## src/rtl/divide_unit.sv

```systemverilog
// Iterative radix-2 restoring divider for the divide pipe: one div/divu/rem/remu
// at a time, 32 BUSY cycles per normal op, result held on the CDB until granted.
package divide_unit_pkg;
  typedef struct packed {
    logic        valid;
    logic [31:0] rd_v;
    logic [5:0]  rob_idx;
    logic [5:0]  pd_s;
    logic [4:0]  rd_s;
    logic [31:0] inst;
  } cdb_t;
endpackage

module divide_unit
  import divide_unit_pkg::*;
#(
  parameter int XLEN = 32
) (
  input  logic            clk,
  input  logic            rst_n,
  input  logic            flush,
  input  logic            issue_valid,
  output logic            issue_ready,
  input  logic [XLEN-1:0] rs1_v,
  input  logic [XLEN-1:0] rs2_v,
  input  logic [2:0]      funct3,
  input  logic [5:0]      pd_s,
  input  logic [4:0]      rd_s,
  input  logic [5:0]      rob_idx,
  input  logic [31:0]     inst,
  output cdb_t            cdb_out,
  input  logic            cdb_grant
);

  typedef enum logic [1:0] {S_IDLE, S_BUSY, S_DONE} state_t;

  localparam logic [XLEN-1:0] MIN_NEG = {1'b1, {(XLEN-1){1'b0}}};

  function automatic logic [XLEN-1:0] abs_val(input logic signed [XLEN-1:0] v,
                                              input logic is_signed);
    return (is_signed && v < 0) ? $unsigned(-v) : $unsigned(v);
  endfunction

  function automatic logic [XLEN-1:0] neg_if(input logic [XLEN-1:0] v, input logic n);
    return n ? (~v + 1'b1) : v;
  endfunction

  state_t          r_state, w_next;
  logic [4:0]      r_cnt;
  cdb_t            r_cdb;
  logic [1:0]      r_f3;
  logic [5:0]      r_pd, r_rob;
  logic [4:0]      r_rd;
  logic [31:0]     r_inst;
  logic            r_neg_q, r_neg_r;
  logic [XLEN-1:0] r_rem, r_quo, r_dvsr;

  logic            w_is_signed, w_div_zero, w_ovf, w_special, w_accept, w_last;
  logic [XLEN-1:0] w_sp_q, w_sp_r, w_sp_rd;
  logic [XLEN:0]   w_shift, w_diff;
  logic            w_ge;
  logic [XLEN-1:0] w_rem_nxt, w_quo_nxt, w_fin_q, w_fin_r, w_fin_rd;
  logic            w_unused_f3;

  // funct3[2] is 1 for every M-extension divide, so only bits 1:0 carry meaning
  assign w_unused_f3 = funct3[2];

  assign w_is_signed = ~funct3[0];
  assign w_div_zero  = (rs2_v == '0);
  assign w_ovf       = w_is_signed && (rs1_v == MIN_NEG) && (rs2_v == '1);
  assign w_special   = w_div_zero || w_ovf;
  assign w_accept    = issue_valid && !flush && (r_state == S_IDLE);
  assign w_last      = (r_state == S_BUSY) && (r_cnt == 5'd31);
  assign issue_ready = (r_state == S_IDLE);
  assign cdb_out     = r_cdb;

  assign w_sp_q  = w_div_zero ? '1 : MIN_NEG;
  assign w_sp_r  = w_div_zero ? rs1_v : '0;
  assign w_sp_rd = (rd_s == 5'd0) ? '0 : (funct3[1] ? w_sp_r : w_sp_q);

  // Partial remainder is below the divisor, so shift < 2*divisor and the
  // 33-bit difference sign bit alone decides the quotient bit.
  assign w_shift   = {r_rem, r_quo[XLEN-1]};
  assign w_diff    = w_shift - {1'b0, r_dvsr};
  assign w_ge      = ~w_diff[XLEN];
  assign w_rem_nxt = w_ge ? w_diff[XLEN-1:0] : w_shift[XLEN-1:0];
  assign w_quo_nxt = {r_quo[XLEN-2:0], w_ge};
  assign w_fin_q   = neg_if(w_quo_nxt, r_neg_q);
  assign w_fin_r   = neg_if(w_rem_nxt, r_neg_r);
  assign w_fin_rd  = (r_rd == 5'd0) ? '0 : (r_f3[1] ? w_fin_r : w_fin_q);

  always_comb begin
    w_next = r_state;
    case (r_state)
      S_IDLE:  if (w_accept) w_next = w_special ? S_DONE : S_BUSY;
      S_BUSY:  if (w_last) w_next = S_DONE;
      S_DONE:  if (cdb_grant) w_next = S_IDLE;
      default: w_next = S_IDLE;
    endcase
    if (flush) w_next = S_IDLE;
  end

  always_ff @(posedge clk or negedge rst_n) begin
    if (!rst_n) begin
      r_state <= S_IDLE;
      r_cnt   <= 5'd0;
      r_cdb   <= '0;
    end else begin
      r_state <= w_next;
      if (flush) begin
        r_cnt       <= 5'd0;
        r_cdb.valid <= 1'b0;
      end else begin
        case (r_state)
          S_IDLE: begin
            if (w_accept) begin
              r_cnt <= 5'd0;
              if (w_special) r_cdb <= '{valid: 1'b1, rd_v: w_sp_rd, rob_idx: rob_idx,
                                        pd_s: pd_s, rd_s: rd_s, inst: inst};
            end
          end
          S_BUSY: begin
            r_cnt <= r_cnt + 5'd1;
            if (w_last) r_cdb <= '{valid: 1'b1, rd_v: w_fin_rd, rob_idx: r_rob,
                                   pd_s: r_pd, rd_s: r_rd, inst: r_inst};
          end
          S_DONE:  if (cdb_grant) r_cdb.valid <= 1'b0;
          default: r_cdb.valid <= 1'b0;
        endcase
      end
    end
  end

  // Datapath registers carry no reset; they are always reloaded at accept.
  always_ff @(posedge clk) begin
    if (w_accept) begin
      r_f3    <= funct3[1:0];
      r_pd    <= pd_s;
      r_rd    <= rd_s;
      r_rob   <= rob_idx;
      r_inst  <= inst;
      r_neg_q <= w_is_signed && (rs1_v[XLEN-1] ^ rs2_v[XLEN-1]);
      r_neg_r <= w_is_signed && rs1_v[XLEN-1];
      r_rem   <= '0;
      r_quo   <= abs_val(rs1_v, w_is_signed);
      r_dvsr  <= abs_val(rs2_v, w_is_signed);
    end else if (r_state == S_BUSY) begin
      r_rem <= w_rem_nxt;
      r_quo <= w_quo_nxt;
    end
  end

endmodule

```

## config.mk

```make
export PLATFORM = sky130hd
export DESIGN_NAME = divide_unit
export DESIGN_NICKNAME = d
export VERILOG_FILES = /design/src/rtl/divide_unit.sv
export SDC_FILE = /design/constraint.sdc
export NUM_CORES = 1
export LEC_CHECK = 0
export ABC_AREA = 1
export BUFFER_PORTS_ARGS = -buffer_cell sky130_fd_sc_hd__buf_2
export CAP_MARGIN = 15
export CORE_MARGIN = 2
export CORE_UTILIZATION = 55
export DETAILED_ROUTE_END_ITERATION = 12
export PLACE_DENSITY_LB_ADDON = 0.12
export RECOVER_POWER = 25
export SYNTH_ARGS = -nofsm -noshare
export SYNTH_HDL_FRONTEND = slang
export SYNTH_SLANG_ARGS = --single-unit
```

## constraint.sdc

```tcl
create_clock -name clk -period 9.2 [get_ports clk]
set_clock_uncertainty 0.2 [all_clocks]
set_input_delay 0.46 -clock clk [delete_from_list [all_inputs] [get_ports clk]]
set_output_delay 0.46 -clock clk [all_outputs]
set_load 0.02 [all_outputs]
```

# == Word-level counts from Yosys, hierarchy flattened ==
# Index checks and enable logic that the tools add are counted.
# totals
out_inout_bits,83
input_bits,121
register_bits,238
word_cells,95
# classes
n_reduce_logical,22
n_mux,29
add_sub_neg,6
bitwise,6
eq_ne,12
magnitude_cmp,2
# ops
op,n
32-bit two-way mux,12
82-bit two-way mux,3
81-bit case mux with 2 select lines,1
"32-bit by 1-bit adder with 32-bit output, second input constant",2
"32-bit == test, second input constant",2
"32-bit by 1-bit less-than comparator with 1-bit output, second input constant",2
32-bit negation,2
32-bit inverter,2
33-bit by 32-bit subtractor with 33-bit output,1
32-bit zero test,1
31-bit two-way mux,1
5-bit zero test,2
2-bit two-way mux,5
5-bit two-way mux,2
5-bit case mux with 2 select lines,1
1-bit logical AND,9
"3-bit by 2-bit != test with 1-bit output, second input constant",2
"3-bit != test, second input constant",2
2-bit case mux with 3 select lines,1
"5-bit by 1-bit adder with 5-bit output, second input constant",1
"5-bit == test, second input constant",1
5-bit AND reduction,1
"2-bit by 1-bit != test with 1-bit output, second input constant",2
4-bit AND reduction,1
other kinds (14),18

# == Depth between registers and ports, before layout ==
# depth
word_depth,10
ltp_mapped,31
mapped_depth_nobuf,29

# == Least setup slack after synthesis ==
# OpenSTA, ideal clock, no wires.
# synth_path
path_type,register -> register
start,register r_quo[31]
end,register r_cdb (netlist bit cdb_out[77])
arrival_time_ns,3.845
setup_ns,0.121
n_path_buf,2
slack_ns,5.033
period_less_slack_ns,4.167
stages_incl_launch_ff,32
required_ns,8.879
cell_sequence,edfxtp_1 inv_1 ha_1 fa_1 inv_1 nand2_1 nand2_1 nand3_1 nand2_2 nand2_1 nand2_2 nand2_4 nand2_4 nand2_2 nand2_4 buf_8 buf_4 ha_1 nand3_1 nor2_1 nand3_1 nor3_1 nand2_1 nor2_1 nand3_1 nor2_1 nand3_1 nand2_1 xor2_1 a21oi_1 nand2_1 a21oi_1
# synth_via
elab_chain_len,9
word_cells_on_any_way,13
cone_classes,add/sub: 3; mux: 7; bitwise: 3
# synth_rtl
element,line,source
"start, declared",56,"logic [XLEN-1:0] r_rem, r_quo, r_dvsr;"
"start signal, assigned",145,"r_quo <= abs_val(rs1_v, w_is_signed);"
"start signal, assigned",149,r_quo <= w_quo_nxt;
33-bit by 32-bit subtractor with 33-bit output,84,"assign w_diff = w_shift - {1'b0, r_dvsr};"
32-bit two-way mux / 1-bit inverter (equally long branches),"86, 85",
32-bit inverter,45,return n ? (~v + 1'b1) : v;
32-bit by 1-bit adder with 32-bit output,45,
32-bit two-way mux,45,
32-bit two-way mux (*) (2 in series),90,assign w_fin_rd = (r_rd == 5'd0) ? '0 : (r_f3[1] ? w_fin_r : w_fin_q);
82-bit two-way mux (*),124,"if (w_last) r_cdb <= '{valid: 1'b1, rd_v: w_fin_rd, rob_idx: r_rob,"
81-bit case mux with 2 select lines (*),114,case (r_state)
"end signal, assigned",118,"if (w_special) r_cdb <= '{valid: 1'b1, rd_v: w_sp_rd, rob_idx: rob_idx,"
"end signal, assigned",124,
"end, declared",50,cdb_t r_cdb;
# Every way passes the cells marked *; elsewhere a longest branch is shown, timed or not. The select of a mux whose other input is x is not followed.
# A chain may end at the register's enable or synchronous reset.

# == Worst setup path in the final report ==
# layout_path
start,input rs2_v[0]
end,register r_cdb (netlist bit cdb_out[9])
# layout_via
elab_chain_len,5
word_cells_on_any_way,6
cone_classes,eq/ne: 2; reduce/logical: 4
# layout_rtl
element,line,source
"start, declared",25,"input logic [XLEN-1:0] rs2_v,"
32-bit == test,70,assign w_ovf = w_is_signed && (rs1_v == MIN_NEG) && (rs2_v == '1);
1-bit logical AND,70,
1-bit logical OR (*),71,assign w_special = w_div_zero || w_ovf;
2-bit by 1-bit != test with 1-bit output (no line) (*),-,
5-bit AND reduction (no line) (*),-,
# Every way passes the cells marked *; elsewhere a longest branch is shown, timed or not.

==> results.json <==
{
  "postCtsSetupRepairBufs": 0,
  "netlist_top_cells_area": "edfxtp_1, nand2_1, dfrtp_1, nor2_1, inv_1",
  "grt_pass1_vias": 15300,
  "worstReg2RegEnd": "cdb_out[79]$_DFFE_PN0P_",
  "period_share_pct": 56.7,
  "path_cells": "dlygate4sd3_1 -> clkbuf_1 -> inv_1 -> ha_1 -> nand3_1 -> nor3_1 -> inv_1 -> nor2_1 -> nand2_1 -> inv_1 -> nand4_1 -> nor2_1 -> nand3_1 -> o311ai_1 -> nand2_1 -> inv_4 -> buf_4 -> nor2_1 -> a31oi_1",
  "fp.dieW_um": 175,
  "synth_ff_type": "edfxtp_1",
  "crit_path_end_kind": "flip-flop",
  "cpLargestDelayFamily": "buffers and inverters",
  "htree_num_levels": 1,
  "cp_max_fo": 120,
  "total_power_mw": 6.91,
  "synth_edf_count": 116,
  "cts_buffers": 28,
  "status": "finished with violations",
  "grt_max_degree": 121,
  "holdPathStages": 2,
  "p_leak_nw": 8.82,
  "rows": 62,
  "ys_seq_area_share_pct": 39.3,
  "ctsHoldBuffers": 54,
  "wirelength_mm": 49.7,
  "netlist-cell-type-count": 55,
  "drt_iter0_markers": 1385,
  "postRouteAntennaNets": 0,
  "final_common_cell": "nand2_1",
  "clock-sinks": 237,
  "grt_usage_pct": 32.3,
  "grt_pass1_wl_mm": 79.6,
  "postSynthCellCount": 2297,
  "arrival_ns": 5.50,
  "timing.fmax_mhz": 192,
  "ctsResizeCount": 0,
  "synth_top_area_share_pct": 21.5,
  "overflow": 0,
  "period_minus_slack_ns": 5.22,
  "io_pins": 204,
  "reg2reg_depth": 29,
  "drc": 0,
  "most-common-layout-cells": "nand2_1, nor2_1, inv_1",
  "max_cap_viol_count": 1,
  "slowest_delay_ns": 0.92,
  "path_clk_slew_ns": 0.06,
  "tns_ns": 0,
  "dp_cells": 2818,
  "async_flop_share_pct": 37.6,
  "start_util_pct": 56.0,
  "peakVddDrop_mv": 0.221,
  "finalWeightedCongestion": 0.935,
  "dieArea_um2": 30800,
  "clk_latency_ns": 0.58,
  "cts_max_path_buffers": 3,
  "num_vias": 16100,
  "ys_ff_latch": 237,
  "antenna_found_initial": 4,
  "drive_gt1_share_pct": 9.77,
  "rsz0062_at_grt": "false",
  "cp.required_ns": 9.49,
  "fill_cells": 2698,
  "crit_type": "input port to flip-flop",
  "slew_headroom_pct": -29.1,
  "failed_checks": "max-capacitance violations, max-slew violations",
  "hp-start": "rs2_v[28]",
  "drv_slew": 26,
  "syn2layout_area_growth_pct": 15.9,
  "coreArea_um2": 28900,
  "dr.pass1.iters": 5,
  "final-instance-count-excl-fill": 2925,
  "cp-start-kind": "input port",
  "cts-root-buf": "clkbuf_16",
  "place_hpwl_mm": 36.5,
  "r2r-start": "r_quo[31]$_DFFE_PP_",
  "hold_path_class": "input port to flip-flop",
  "vias_per_cell": 5.49,
  "holdPathEnd": "r_dvsr[28]$_DFFE_PP_",
  "yosys.area.top_type": "edfxtp_1",
  "post_drt_wl_per_cell_um": 17.0,
  "portBuffers": 202,
  "syn-num-nets": 2458,
  "syn_area_um2": 16200,
  "hold_viol_final": 0,
  "die_y_um": 175,
  "crit_slowest_cell": "buf_4",
  "finalSetupViolations": 0,
  "fin_nets": 2679,
  "crit_buf_inv": 7,
  "worstMarginPinSlew_ns": 1.94,
  "multi_input_area_um2": 8370,
  "pwr_density_cell_nw_per_um2": 368,
  "cts_tree": "built",
  "regArea_um2": 6350,
  "r2r_slack_ns": 4.19,
  "yosys_warnings": 0,
  "syn_area_per_cell_um2": 7.04
}
[routing by layer]
metal  track usage, %  up-vias  part of all wire (%)
met2             54.1      538                    47
met3             6.41       98                   7.4
met4             9.75        6                   3.0
met5                0        -                 0.064
met1             42.5     7504                    43
li1                 -     7917                     -
[cells in the mapped netlist (all sizes together) (10+ instances only)]
cell / instances
dfxtp: 32
edfxtp: 116
nor2: 304
dfrtp: 89
buf: 30
nand2: 709
a21oi: 101
ha: 39
clkbuf: 46
nand3b: 10
xor2: 60
nor3: 39
o21ai: 105
inv: 289
xnor2: 21
o22ai: 31
or2: 14
a31oi: 65
nand3: 126
nand4: 26
[power breakdown]
part	internal, mW	switching, mW
registers	1.58	0.323
clock network	0.636	0.461
logic	1.20	2.71
total	3.41	3.49
[logic make-up after synthesis]
logic type / synth area share [%]
XOR/XNOR: 4.39
AO/OA/AOI/OAI: 11.5
flip-flops: 39.3
adder cells (fa/ha/maj): 3.14
buffers and inverters: 9.04
AND/OR/NAND/NOR: 32.6
[state kept, by name, summed over array words and instances, names as in the netlist, 2 cells and up]
name	cells
r_pd	6
r_cnt	5
r_state	2
r_inst	32
r_quo	32
r_rob	6
r_rd	5
r_dvsr	32
r_rem	32
cdb_out	82
[stage by stage]
step	hold slack [ns]	area [µm²]	setup slack, ns	util [%]
finish	0.0145	18700	3.98	64.9
global route	0.0271	18700	3.56	64.9
CTS	0.000293	18900	4.09	65.3
detailed placement	0.241	17400	3.84	60.3
global placement	0.241	17400	3.90	60.3
floorplan	-0.0356	16200	5.03	-
[how the worst max path moves through the flow]
| stage | startpoint | depth (start not counted) | to | slack [ns] |
|---|---|---|---|---|
| CTS | rs2_v[0] | 18 | cdb_out[30]$_DFFE_PN0P_ | 4.09 |
| global placement | rs1_v[25] | 12 | cdb_out[53]$_DFFE_PN0P_ | 3.90 |
| finish | rs2_v[0] | 19 | cdb_out[9]$_DFFE_PN0P_ | 3.98 |
| global route | rs2_v[0] | 19 | cdb_out[9]$_DFFE_PN0P_ | 3.56 |
| floorplan | r_quo[31]$_DFFE_PP_ | 31 | cdb_out[77]$_DFFE_PN0P_ | 5.03 |
| detailed placement | rs1_v[25] | 12 | cdb_out[30]$_DFFE_PN0P_ | 3.84 |
[final cells by class]
cell class / instances / share of cell area [%]
multi-input combinational: 1692 / 44.7
sequential: 237 / 33.9
timing repair buffer: 267 / 8.09
inverter: 292 / 5.87
clock buffer: 43 / 4.53
tap: 384 / 2.56
clock inverter: 8 / 0.347
antenna: 2 / 0.0267
Note: power is estimated with default switching activity, not from simulation.
